File: src/rtl/music_key_recorder_player_pkg.sv
`default_nettype none
// ============================================================================
// Module   : music_box_pkg
// Purpose  : Shared definitions for the music box blocks: state codes driven
//            by MusicBoxStateController, the released key pattern and the
//            stored key-event record layout.
// Ports    : none (package)
// Revision : 1.0 - initial release
// ============================================================================
package music_box_pkg;

  typedef logic [4:0] state_code_t;

  localparam state_code_t STATE_IDLE     = 5'd0;
  localparam state_code_t STATE_RECORD   = 5'd3;
  localparam state_code_t STATE_PLAYBACK = 5'd4;

  // Keys are active-low: all ones means nothing pressed.
  localparam logic [5:0] KEYS_RELEASED = 6'h3F;

  // Default duration field width of a stored event.
  localparam int EVT_DUR_W = 10;

  typedef struct packed {
    logic [5:0]           keys;
    logic [EVT_DUR_W-1:0] dur;
  } key_event_t;

endpackage
`default_nettype wire

File: src/rtl/music_key_recorder_player_if.sv
`default_nettype none
// ============================================================================
// Module   : music_key_recorder_player_if
// Purpose  : Bundles the state/key inputs and the replay/status outputs of the
//            key recorder-player.
// Ports    : currentState, input_MusicKey        (towards the recorder)
//            output_MusicKey, isPlaying, playDone,
//            recordFull, eventCount               (from the recorder)
//            modport slave  - recorder side
//            modport master - environment side
// Revision : 1.0 - initial release
// ============================================================================
interface music_key_recorder_player_if
  import music_box_pkg::*;
#(
  parameter int DEPTH = 64
) ();

  localparam int CNT_W = $clog2(DEPTH) + 1;

  state_code_t      currentState;
  logic [5:0]       input_MusicKey;
  logic [5:0]       output_MusicKey;
  logic             isPlaying;
  logic             playDone;
  logic             recordFull;
  logic [CNT_W-1:0] eventCount;

  modport slave (
    input  currentState, input_MusicKey,
    output output_MusicKey, isPlaying, playDone, recordFull, eventCount
  );

  modport master (
    output currentState, input_MusicKey,
    input  output_MusicKey, isPlaying, playDone, recordFull, eventCount
  );

endinterface
`default_nettype wire

File: src/rtl/music_key_recorder_player_ram.sv
`default_nettype none
// ============================================================================
// Module   : key_event_ram
// Purpose  : Simple dual-port event store. One write port, one synchronous
//            read port with one cycle of latency; no reset so it maps onto
//            block RAM.
// Ports    : clk    - clock
//            we     - write enable
//            waddr  - write address
//            wdata  - write data
//            raddr  - read address (sampled on the rising edge)
//            rdata  - read data, valid one cycle after raddr
// Revision : 1.0 - initial release
// ============================================================================
module key_event_ram #(
  parameter int DEPTH = 64,
  parameter int WIDTH = 16
) (
  input  wire logic                     clk,
  input  wire logic                     we,
  input  wire logic [$clog2(DEPTH)-1:0] waddr,
  input  wire logic [WIDTH-1:0]         wdata,
  input  wire logic [$clog2(DEPTH)-1:0] raddr,
  output logic      [WIDTH-1:0]         rdata
);

  logic [WIDTH-1:0] mem [DEPTH];

  always_ff @(posedge clk) begin
    if (we) begin
      mem[waddr] <= wdata;
    end
    rdata <= mem[raddr];
  end

endmodule
`default_nettype wire

File: src/rtl/music_key_recorder_player.sv
`default_nettype none
// ============================================================================
// Module   : music_key_recorder_player
// Purpose  : Records the six active-low music keys as run-length encoded
//            events {keys, dur} while in the record state and replays them as
//            an active-low key vector while in the playback state.
// Ports    : CLK_1Khz - 1 kHz tick clock, rising edge
//            reset_n  - asynchronous active-low reset
//            bus      - slave modport: currentState, input_MusicKey in;
//                       output_MusicKey, isPlaying, playDone, recordFull,
//                       eventCount out
// Revision : 1.0 - initial release
// ============================================================================
module music_key_recorder_player
  import music_box_pkg::*;
#(
  parameter int          DEPTH      = 64,
  parameter int          DUR_W      = EVT_DUR_W,
  parameter state_code_t REC_STATE  = STATE_RECORD,
  parameter state_code_t PLAY_STATE = STATE_PLAYBACK
) (
  input wire logic CLK_1Khz,
  input wire logic reset_n,
  music_key_recorder_player_if.slave bus
);

  localparam int AW = $clog2(DEPTH);
  localparam int CW = AW + 1;
  localparam int EW = 6 + DUR_W;
  localparam logic [DUR_W-1:0] MAX_DUR = '1;

  localparam logic [1:0] PS_IDLE  = 2'd0;
  localparam logic [1:0] PS_FETCH = 2'd1;
  localparam logic [1:0] PS_RUN   = 2'd2;
  localparam logic [1:0] PS_DONE  = 2'd3;

  state_code_t      state_q;

  // Recorder
  logic [5:0]       cur_keys;
  logic [DUR_W-1:0] dur;
  logic [CW-1:0]    wr_ptr;
  logic             record_full;
  logic [CW-1:0]    event_count;

  // Player
  logic [1:0]       play_state;
  logic [5:0]       play_keys;
  logic [DUR_W-1:0] remaining;
  logic [CW-1:0]    rd_ptr;
  logic             start_pending;

  // RAM
  logic             ram_we;
  logic [AW-1:0]    ram_waddr;
  logic [EW-1:0]    ram_wdata;
  logic [AW-1:0]    ram_raddr;
  logic [EW-1:0]    ram_rdata;

  logic rec_entry, rec_exit, rec_active, rec_split;
  logic play_entry, in_play, rd_last, advance;

  assign rec_entry  = (bus.currentState == REC_STATE) && (state_q != REC_STATE);
  assign rec_exit   = (state_q == REC_STATE) && (bus.currentState != REC_STATE);
  assign rec_active = (state_q == REC_STATE) && (bus.currentState == REC_STATE);
  assign play_entry = (bus.currentState == PLAY_STATE) && (state_q != PLAY_STATE);
  assign in_play    = (bus.currentState == PLAY_STATE);

  // A change of keys or a saturated duration closes the current entry.
  assign rec_split  = (bus.input_MusicKey != cur_keys) || (dur == MAX_DUR);

  assign ram_we    = !record_full && ((rec_active && rec_split) || rec_exit);
  assign ram_waddr = wr_ptr[AW-1:0];
  assign ram_wdata = {cur_keys, dur};

  assign rd_last = (rd_ptr == event_count);
  assign advance = (play_state == PS_RUN) && (remaining == DUR_W'(1)) && !rd_last;

  // Read address runs one entry ahead so the next event is already on rdata
  // when the current one expires; this gives back-to-back events with no gap.
  always_comb begin
    ram_raddr = '0;
    case (play_state)
      PS_FETCH: ram_raddr = AW'(1);
      PS_RUN:   ram_raddr = advance ? (rd_ptr[AW-1:0] + AW'(1)) : rd_ptr[AW-1:0];
      default:  ram_raddr = '0;
    endcase
  end

  key_event_ram #(
    .DEPTH (DEPTH),
    .WIDTH (EW)
  ) u_ram (
    .clk   (CLK_1Khz),
    .we    (ram_we),
    .waddr (ram_waddr),
    .wdata (ram_wdata),
    .raddr (ram_raddr),
    .rdata (ram_rdata)
  );

  // Recorder datapath
  always_ff @(posedge CLK_1Khz or negedge reset_n) begin
    if (!reset_n) begin
      state_q     <= STATE_IDLE;
      cur_keys    <= KEYS_RELEASED;
      dur         <= '0;
      wr_ptr      <= '0;
      record_full <= 1'b0;
      event_count <= '0;
    end else begin
      state_q <= bus.currentState;
      if (rec_entry) begin
        wr_ptr      <= '0;
        event_count <= '0;
        record_full <= 1'b0;
        cur_keys    <= bus.input_MusicKey;
        dur         <= DUR_W'(1);
      end else if (rec_active) begin
        if (!record_full) begin
          if (rec_split) begin
            wr_ptr   <= wr_ptr + CW'(1);
            cur_keys <= bus.input_MusicKey;
            dur      <= DUR_W'(1);
            if (wr_ptr == CW'(DEPTH - 1)) begin
              record_full <= 1'b1;
            end
          end else begin
            dur <= dur + DUR_W'(1);
          end
        end
      end else if (rec_exit) begin
        // When full the last run is dropped, so no flush entry is counted.
        event_count <= record_full ? wr_ptr : (wr_ptr + CW'(1));
      end
    end
  end

  // Player FSM
  always_ff @(posedge CLK_1Khz or negedge reset_n) begin
    if (!reset_n) begin
      play_state    <= PS_IDLE;
      play_keys     <= KEYS_RELEASED;
      remaining     <= '0;
      rd_ptr        <= '0;
      start_pending <= 1'b0;
    end else begin
      // Going straight from REC to PLAY: the count settles on the transition
      // edge, so playback is started one edge later.
      start_pending <= play_entry && (state_q == REC_STATE);
      if (!in_play) begin
        play_state <= PS_IDLE;
      end else begin
        case (play_state)
          PS_IDLE: begin
            if ((play_entry && (state_q != REC_STATE)) || start_pending) begin
              play_state <= (event_count == '0) ? PS_DONE : PS_FETCH;
            end
          end
          PS_FETCH: begin
            play_keys  <= ram_rdata[EW-1:DUR_W];
            remaining  <= ram_rdata[DUR_W-1:0];
            rd_ptr     <= CW'(1);
            play_state <= PS_RUN;
          end
          PS_RUN: begin
            if (remaining > DUR_W'(1)) begin
              remaining <= remaining - DUR_W'(1);
            end else if (!rd_last) begin
              play_keys <= ram_rdata[EW-1:DUR_W];
              remaining <= ram_rdata[DUR_W-1:0];
              rd_ptr    <= rd_ptr + CW'(1);
            end else begin
              play_state <= PS_DONE;
            end
          end
          default: begin
            play_state <= PS_IDLE;
          end
        endcase
      end
    end
  end

  assign bus.output_MusicKey = (play_state == PS_RUN) ? play_keys : KEYS_RELEASED;
  assign bus.isPlaying       = (play_state == PS_RUN);
  assign bus.playDone        = (play_state == PS_DONE);
  assign bus.recordFull      = record_full;
  assign bus.eventCount      = event_count;

endmodule
`default_nettype wire
File: src/flat_wrapper.sv
// flat-port wrapper written by rule: the top's interface ports become plain ports
module music_key_recorder_player_flat import music_box_pkg::*;
#(
  parameter int          DEPTH      = 64,
  parameter int          DUR_W      = EVT_DUR_W,
  parameter state_code_t REC_STATE  = STATE_RECORD,
  parameter state_code_t PLAY_STATE = STATE_PLAYBACK
)
  (CLK_1Khz, reset_n, bus_currentState, bus_input_MusicKey, bus_output_MusicKey, bus_isPlaying, bus_playDone, bus_recordFull, bus_eventCount);
  music_key_recorder_player_if #(.DEPTH(DEPTH)) bus_i ();
  input wire logic CLK_1Khz;
  input wire logic reset_n;
  input wire logic [$bits(bus_i.currentState)-1:0] bus_currentState;
  input wire logic [$bits(bus_i.input_MusicKey)-1:0] bus_input_MusicKey;
  output wire logic [$bits(bus_i.output_MusicKey)-1:0] bus_output_MusicKey;
  output wire logic [$bits(bus_i.isPlaying)-1:0] bus_isPlaying;
  output wire logic [$bits(bus_i.playDone)-1:0] bus_playDone;
  output wire logic [$bits(bus_i.recordFull)-1:0] bus_recordFull;
  output wire logic [$bits(bus_i.eventCount)-1:0] bus_eventCount;
  assign bus_i.currentState = bus_currentState;
  assign bus_i.input_MusicKey = bus_input_MusicKey;
  assign bus_output_MusicKey = bus_i.output_MusicKey;
  assign bus_isPlaying = bus_i.isPlaying;
  assign bus_playDone = bus_i.playDone;
  assign bus_recordFull = bus_i.recordFull;
  assign bus_eventCount = bus_i.eventCount;
  music_key_recorder_player #(.DEPTH(DEPTH), .DUR_W(DUR_W), .REC_STATE(REC_STATE), .PLAY_STATE(PLAY_STATE)) u_core (.CLK_1Khz(CLK_1Khz), .reset_n(reset_n), .bus(bus_i));
endmodule
File: config.mk
export PLATFORM = sky130hd
export DESIGN_NAME = music_key_recorder_player_flat
export DESIGN_NICKNAME = d
export VERILOG_FILES = /design/src/rtl/music_key_recorder_player_pkg.sv /design/src/rtl/music_key_recorder_player_if.sv /design/src/rtl/music_key_recorder_player_ram.sv /design/src/rtl/music_key_recorder_player.sv /design/src/flat_wrapper.sv
export SDC_FILE = /design/constraint.sdc
export NUM_CORES = 2
export LEC_CHECK = 0
export BUFFER_PORTS_ARGS = -buffer_cell sky130_fd_sc_hd__buf_4
export CORE_MARGIN = 4
export CORE_UTILIZATION = 50
export CTS_CLUSTER_SIZE = 24
export DETAILED_ROUTE_END_ITERATION = 12
export GPL_TIMING_DRIVEN = 0
export PLACE_DENSITY = 0.65
export SYNTH_ARGS = -nofsm -noshare
export SYNTH_HDL_FRONTEND = slang
export SYNTH_HIERARCHICAL = 1
export SYNTH_SLANG_ARGS = --single-unit
File: constraint.sdc
create_clock -name CLK_1Khz -period 4.65 [get_ports CLK_1Khz]
set_input_delay 0.93 -clock CLK_1Khz [delete_from_list [all_inputs] [get_ports CLK_1Khz]]
set_output_delay 0.93 -clock CLK_1Khz [all_outputs]
set_load 0.005 [all_outputs]
==> flow_summary_export.csv <==
group,metric,value,unit
outcome,status,"finished, violations left",
outcome,violations,"negative setup slack",
detailed_routing,num_vias,22985,
synth,synth-edff-count,1024,
detailed_routing,remaining_drc_errors,0,
sta,fin_setup_tns,-0.9700,ns
detailed_routing,wl_per_cell,30.49,um
die,dieArea,0.09216,sq mm
setup_path,worstPathArrival,4.99,ns
sta,fin_crit_sh,1.010,
die,num_io_pins,29,
sta,rsz0062_at_grt,"true",
cts,clock_latency,0.69,ns
synth,synth_seq_cells,1102,
global_route,overflow,0,
placed_design,gp_congestion,0.8982,
detailed_routing,drt_iter0_markers,3000,
sta,tightest_slew,1.066,ns
synth,synth_ff_type,"edfxtp_1",
die,rows,108,
sta,finalHoldViolations,0,
die,die_h,303.6,um
die,die_x,303.6,um
cts,clock-sinks,1102,
cts,htree_num_levels,3,
detailed_routing,detail-route-antenna-nets,0,
setup_path,worstSetupPathType,"flop to flop",
synth,postSynth.asyncResetShare,0.05626,
die,core,0.08675,sq mm
finish,syn2layout_area_growth,15.43,%
finish,drive_gt1_frac,0.2929,
finish,fin_util,0.5812,
cts,clk_pin_slew_worst_paths,0.07,ns
job,drv_cap,0,
global_route,grt_pass1_wl,161100,um
sta,fin_skew,0.02824,ns
setup_path,startpoint_type,"flop",
cts,root_buffer,"clkbuf_16",
global_route,grt_pass1_vias,22845,
global_route,grt_usage,0.2448,
synth,synthCells,2215,
synth,ys_warn_count,6,
pwr,ir_worst_vdd,329.4,uV
setup_path,cpPeakStageDelay,1.01,ns
placed_design,io_buffers,28,
setup_path,cp-startpoint,"u_core/dur[3]",
synth,synth_nets,2240,
sta,setup_slack,-0.04849,ns
die,initial_core_util,0.5035,
synth,syn_avg_cell_area,19.72,sq um
setup_path,timing.rr.start,"u_core/dur[3]",
detailed_routing,firstDrtPassIters,6,
pwr,p_per_area,413.2,mW/mm^2
hold_path,hold_class,"primary input to asynchronous set/reset pin",
synth,mappedNetlistArea,0.04368,sq mm
setup_path,worstPathCellList,"and4_1 -> nand4_1 -> nand2_1 -> a21oi_1 -> nor2_1 -> nor2b_1 -> nand2_1 -> nor2_2",
synth,ys_types,78,
cts,cts-buffers-inserted,110,
setup_path,cp_slowest_cell,"dfrtp_4",
synth,synth_seq_area_share,0.7471,
detailed_routing,vias_per_cell,6.275,
cts,cts_buffer_depth,3,
placed_design,dpl.hpwl,73130,um
setup_path,crit_path_end_kind,"flop",
setup_path,critPathMaxFanout,69,
sta,slew_headroom,0.2888,
finish,n_fill_cell,6310,
setup_path,critical_path_required,4.94,ns
sta,fin_crit,4.698,ns
sta,slew_violations,0,
cts,cts_tree,"yes",
pwr,leakagePower,16.77,nW
sta,clock.fmax,212.8,MHz
setup_path,cpMostUsedCell,"nand2_1",
finish,nets,2441,
detailed_routing,postRouteWirelength,111700,um
cts,hold_buffers,0,
global_route,antenna_found_initial,2,
sta,setup_viol,45,
global_route,grt_max_degree,70,
## sequential cells by signal (all words and copies together), names as in the netlist, 2 cells and up
| register | count |
|---|---|
| u_core/cur_keys | 6 |
| u_core/remaining | 10 |
| u_core/state_q | 5 |
| u_core/bus.eventCount | 7 |
| u_core/play_state | 2 |
| u_core/play_keys | 6 |
| u_core/rd_ptr | 7 |
| u_core/u_ram/rdata | 16 |
| u_core/u_ram/mem | 1024 |
| u_core/wr_ptr | 7 |
| u_core/dur | 10 |
## placed cells by master, fill, tap and decap left out, drive strengths merged, types with 7 or more instances in the layout
| cell | netlist | layout |
|---|---|---|
| clkinv | 0 | 34 |
| ha | 12 | 12 |
| a211oi | 11 | 11 |
| nand2b | 10 | 10 |
| nand2 | 103 | 103 |
| edfxtp | 1024 | 1024 |
| buf | 85 | 167 |
| dfxtp | 16 | 16 |
| bufinv | 0 | 16 |
| nor3 | 12 | 12 |
| a21oi | 41 | 41 |
| a31oi | 11 | 11 |
| dfstp | 12 | 12 |
| a22o | 13 | 13 |
| nor4 | 10 | 10 |
| mux4 | 224 | 224 |
| clkbuf | 35 | 172 |
| and4 | 7 | 7 |
| mux2 | 41 | 41 |
| a22oi | 39 | 39 |
| a221oi | 16 | 16 |
| dfrtp | 50 | 50 |
| nor2 | 115 | 115 |
| xor2 | 19 | 19 |
| nand4 | 18 | 18 |
| a41oi | 7 | 7 |
| a311oi | 8 | 8 |
| a211o | 9 | 9 |
| mux2i | 89 | 89 |
| inv | 12 | 20 |
| nand3 | 37 | 37 |
| nor2b | 30 | 30 |
| clkinvlp | 0 | 14 |
| o21ai | 35 | 35 |
## critical path: cells and delay by family, from the launching register on
| kind | cells | cell delay (ns) |
|---|---|---|
| simple gates | 7 | 3.18 |
| flops | 1 | 1.01 |
| compound gates | 1 | 0.09 |
## cells in the mapped netlist (7+ instances only)
library cell	n	area share
nand2b_1	10	0.0014
dfrtp_1	50	0.029
mux4_2	220	0.11
mux2i_1	89	0.020
nand4_1	18	0.0026
a311oi_1	8	0.0016
nor3_1	11	0.0013
nor2_1	113	0.0097
a41oi_1	7	0.0014
a211o_1	9	0.0018
clkbuf_1	32	0.0027
buf_4	13	0.0022
inv_1	12	0.0010
buf_2	41	0.0047
dfxtp_1	16	0.0073
xor2_1	19	0.0038
mux2_2	33	0.0085
a21oi_1	40	0.0046
a31oi_1	10	0.0014
ha_1	12	0.0034
o21ai_0	32	0.0037
nor2b_1	30	0.0043
a221oi_1	16	0.0032
mux2_1	8	0.0021
nand2_1	100	0.0086
dfstp_2	12	0.0072
a211oi_1	11	0.0019
edfxtp_1	1024	0.70
buf_6	19	0.0049
a22o_1	13	0.0026
and4_1	7	0.0014
nand3_1	37	0.0042
a22oi_1	39	0.0067
## timing repair
| action | 4_1_cts | 5_1_grt |
|---|---|---|
| pin swaps | 0 | 1 |
| endpoints found under the setup margin | 360 | 327 |
| setup buffers | 0 | 7 |
| gates resized for setup | 30 | 34 |
## worst paths after layout
path                                       endpoint  slack (ns)  cells after the start
max in group asynchronous             u_core/dur[1]        3.66                      1
max                        u_core/u_ram/mem[28][11]       -0.05                      8
min reg2reg                     u_core/play_keys[5]        0.45                      1
min in group CLK_1Khz             u_core/state_q[3]        0.37                      1
min                             u_core/remaining[5]        0.34                      1
max reg2reg                u_core/u_ram/mem[28][11]       -0.05                      8
## report_power, final
part           switching, W  leakage [nW]  internal [W]  total [W]
logic              0.000202          3.86      0.000138   0.000340
clock network       0.00377          1.77       0.00527    0.00904
registers          0.000382          11.1        0.0111     0.0115
## per-stage QoR
| stage | total power [W] | std cells | hold WS [ns] | area (sq um) | setup slack (ns) |
|---|---|---|---|---|---|
| 6_report | 0.02083 | 3663 | 0.3364 | 50420 | -0.04849 |
| 5_1_grt | 0.02147 | 3661 | 0.3341 | 50420 | -0.1400 |
| 4_1_cts | 0.02097 | 3654 | 0.3323 | 50230 | -0.1975 |
| 3_5_place_dp | 0.01200 | 3452 | 0.4365 | 46400 | -0.6957 |
| 3_3_place_gp | 0.01194 | 3398 | 0.4222 | 45340 | -2.277 |
| 2_1_floorplan | 0.01163 | 2215 | 0.4191 | 43680 | 0.4600 |
## kinds of logic after synthesis
family,share of synthesized area
AOI/OAI and AO/OA,0.03557
xor gates and xnor gates,0.004611
adders and majority gates,0.003437
buffers and inverters,0.01968
DFF,0.7471
muxes,0.1468
and+or+nand+nor,0.04282
## metal layers
layer	vias up	global-route usage	wire length, um
met4	2	0.09195	4822
met5	-	0	16
met3	218	0.04951	9440
met1	12122	0.3486	44950
met2	1148	0.3795	52440
li1	9495	-	-
## final cells by class
| cell class | count | area, sq um | share of cell area |
|---|---|---|---|
| clock buffer | 130 | 2828 | 0.05608 |
| antenna | 2 | 5.005 | 0.00009925 |
| sequential | 1102 | 32680 | 0.6481 |
| tap | 1155 | 1445 | 0.02866 |
| multi-input combinational | 981 | 10550 | 0.2093 |
| timing repair buffer | 89 | 1146 | 0.02273 |
| inverter | 12 | 45.04 | 0.0008933 |
| clock inverter | 72 | 880.8 | 0.01747 |
| buffer | 120 | 842.1 | 0.01670 |
No activity file was read; power rests on OpenSTA's default activity.
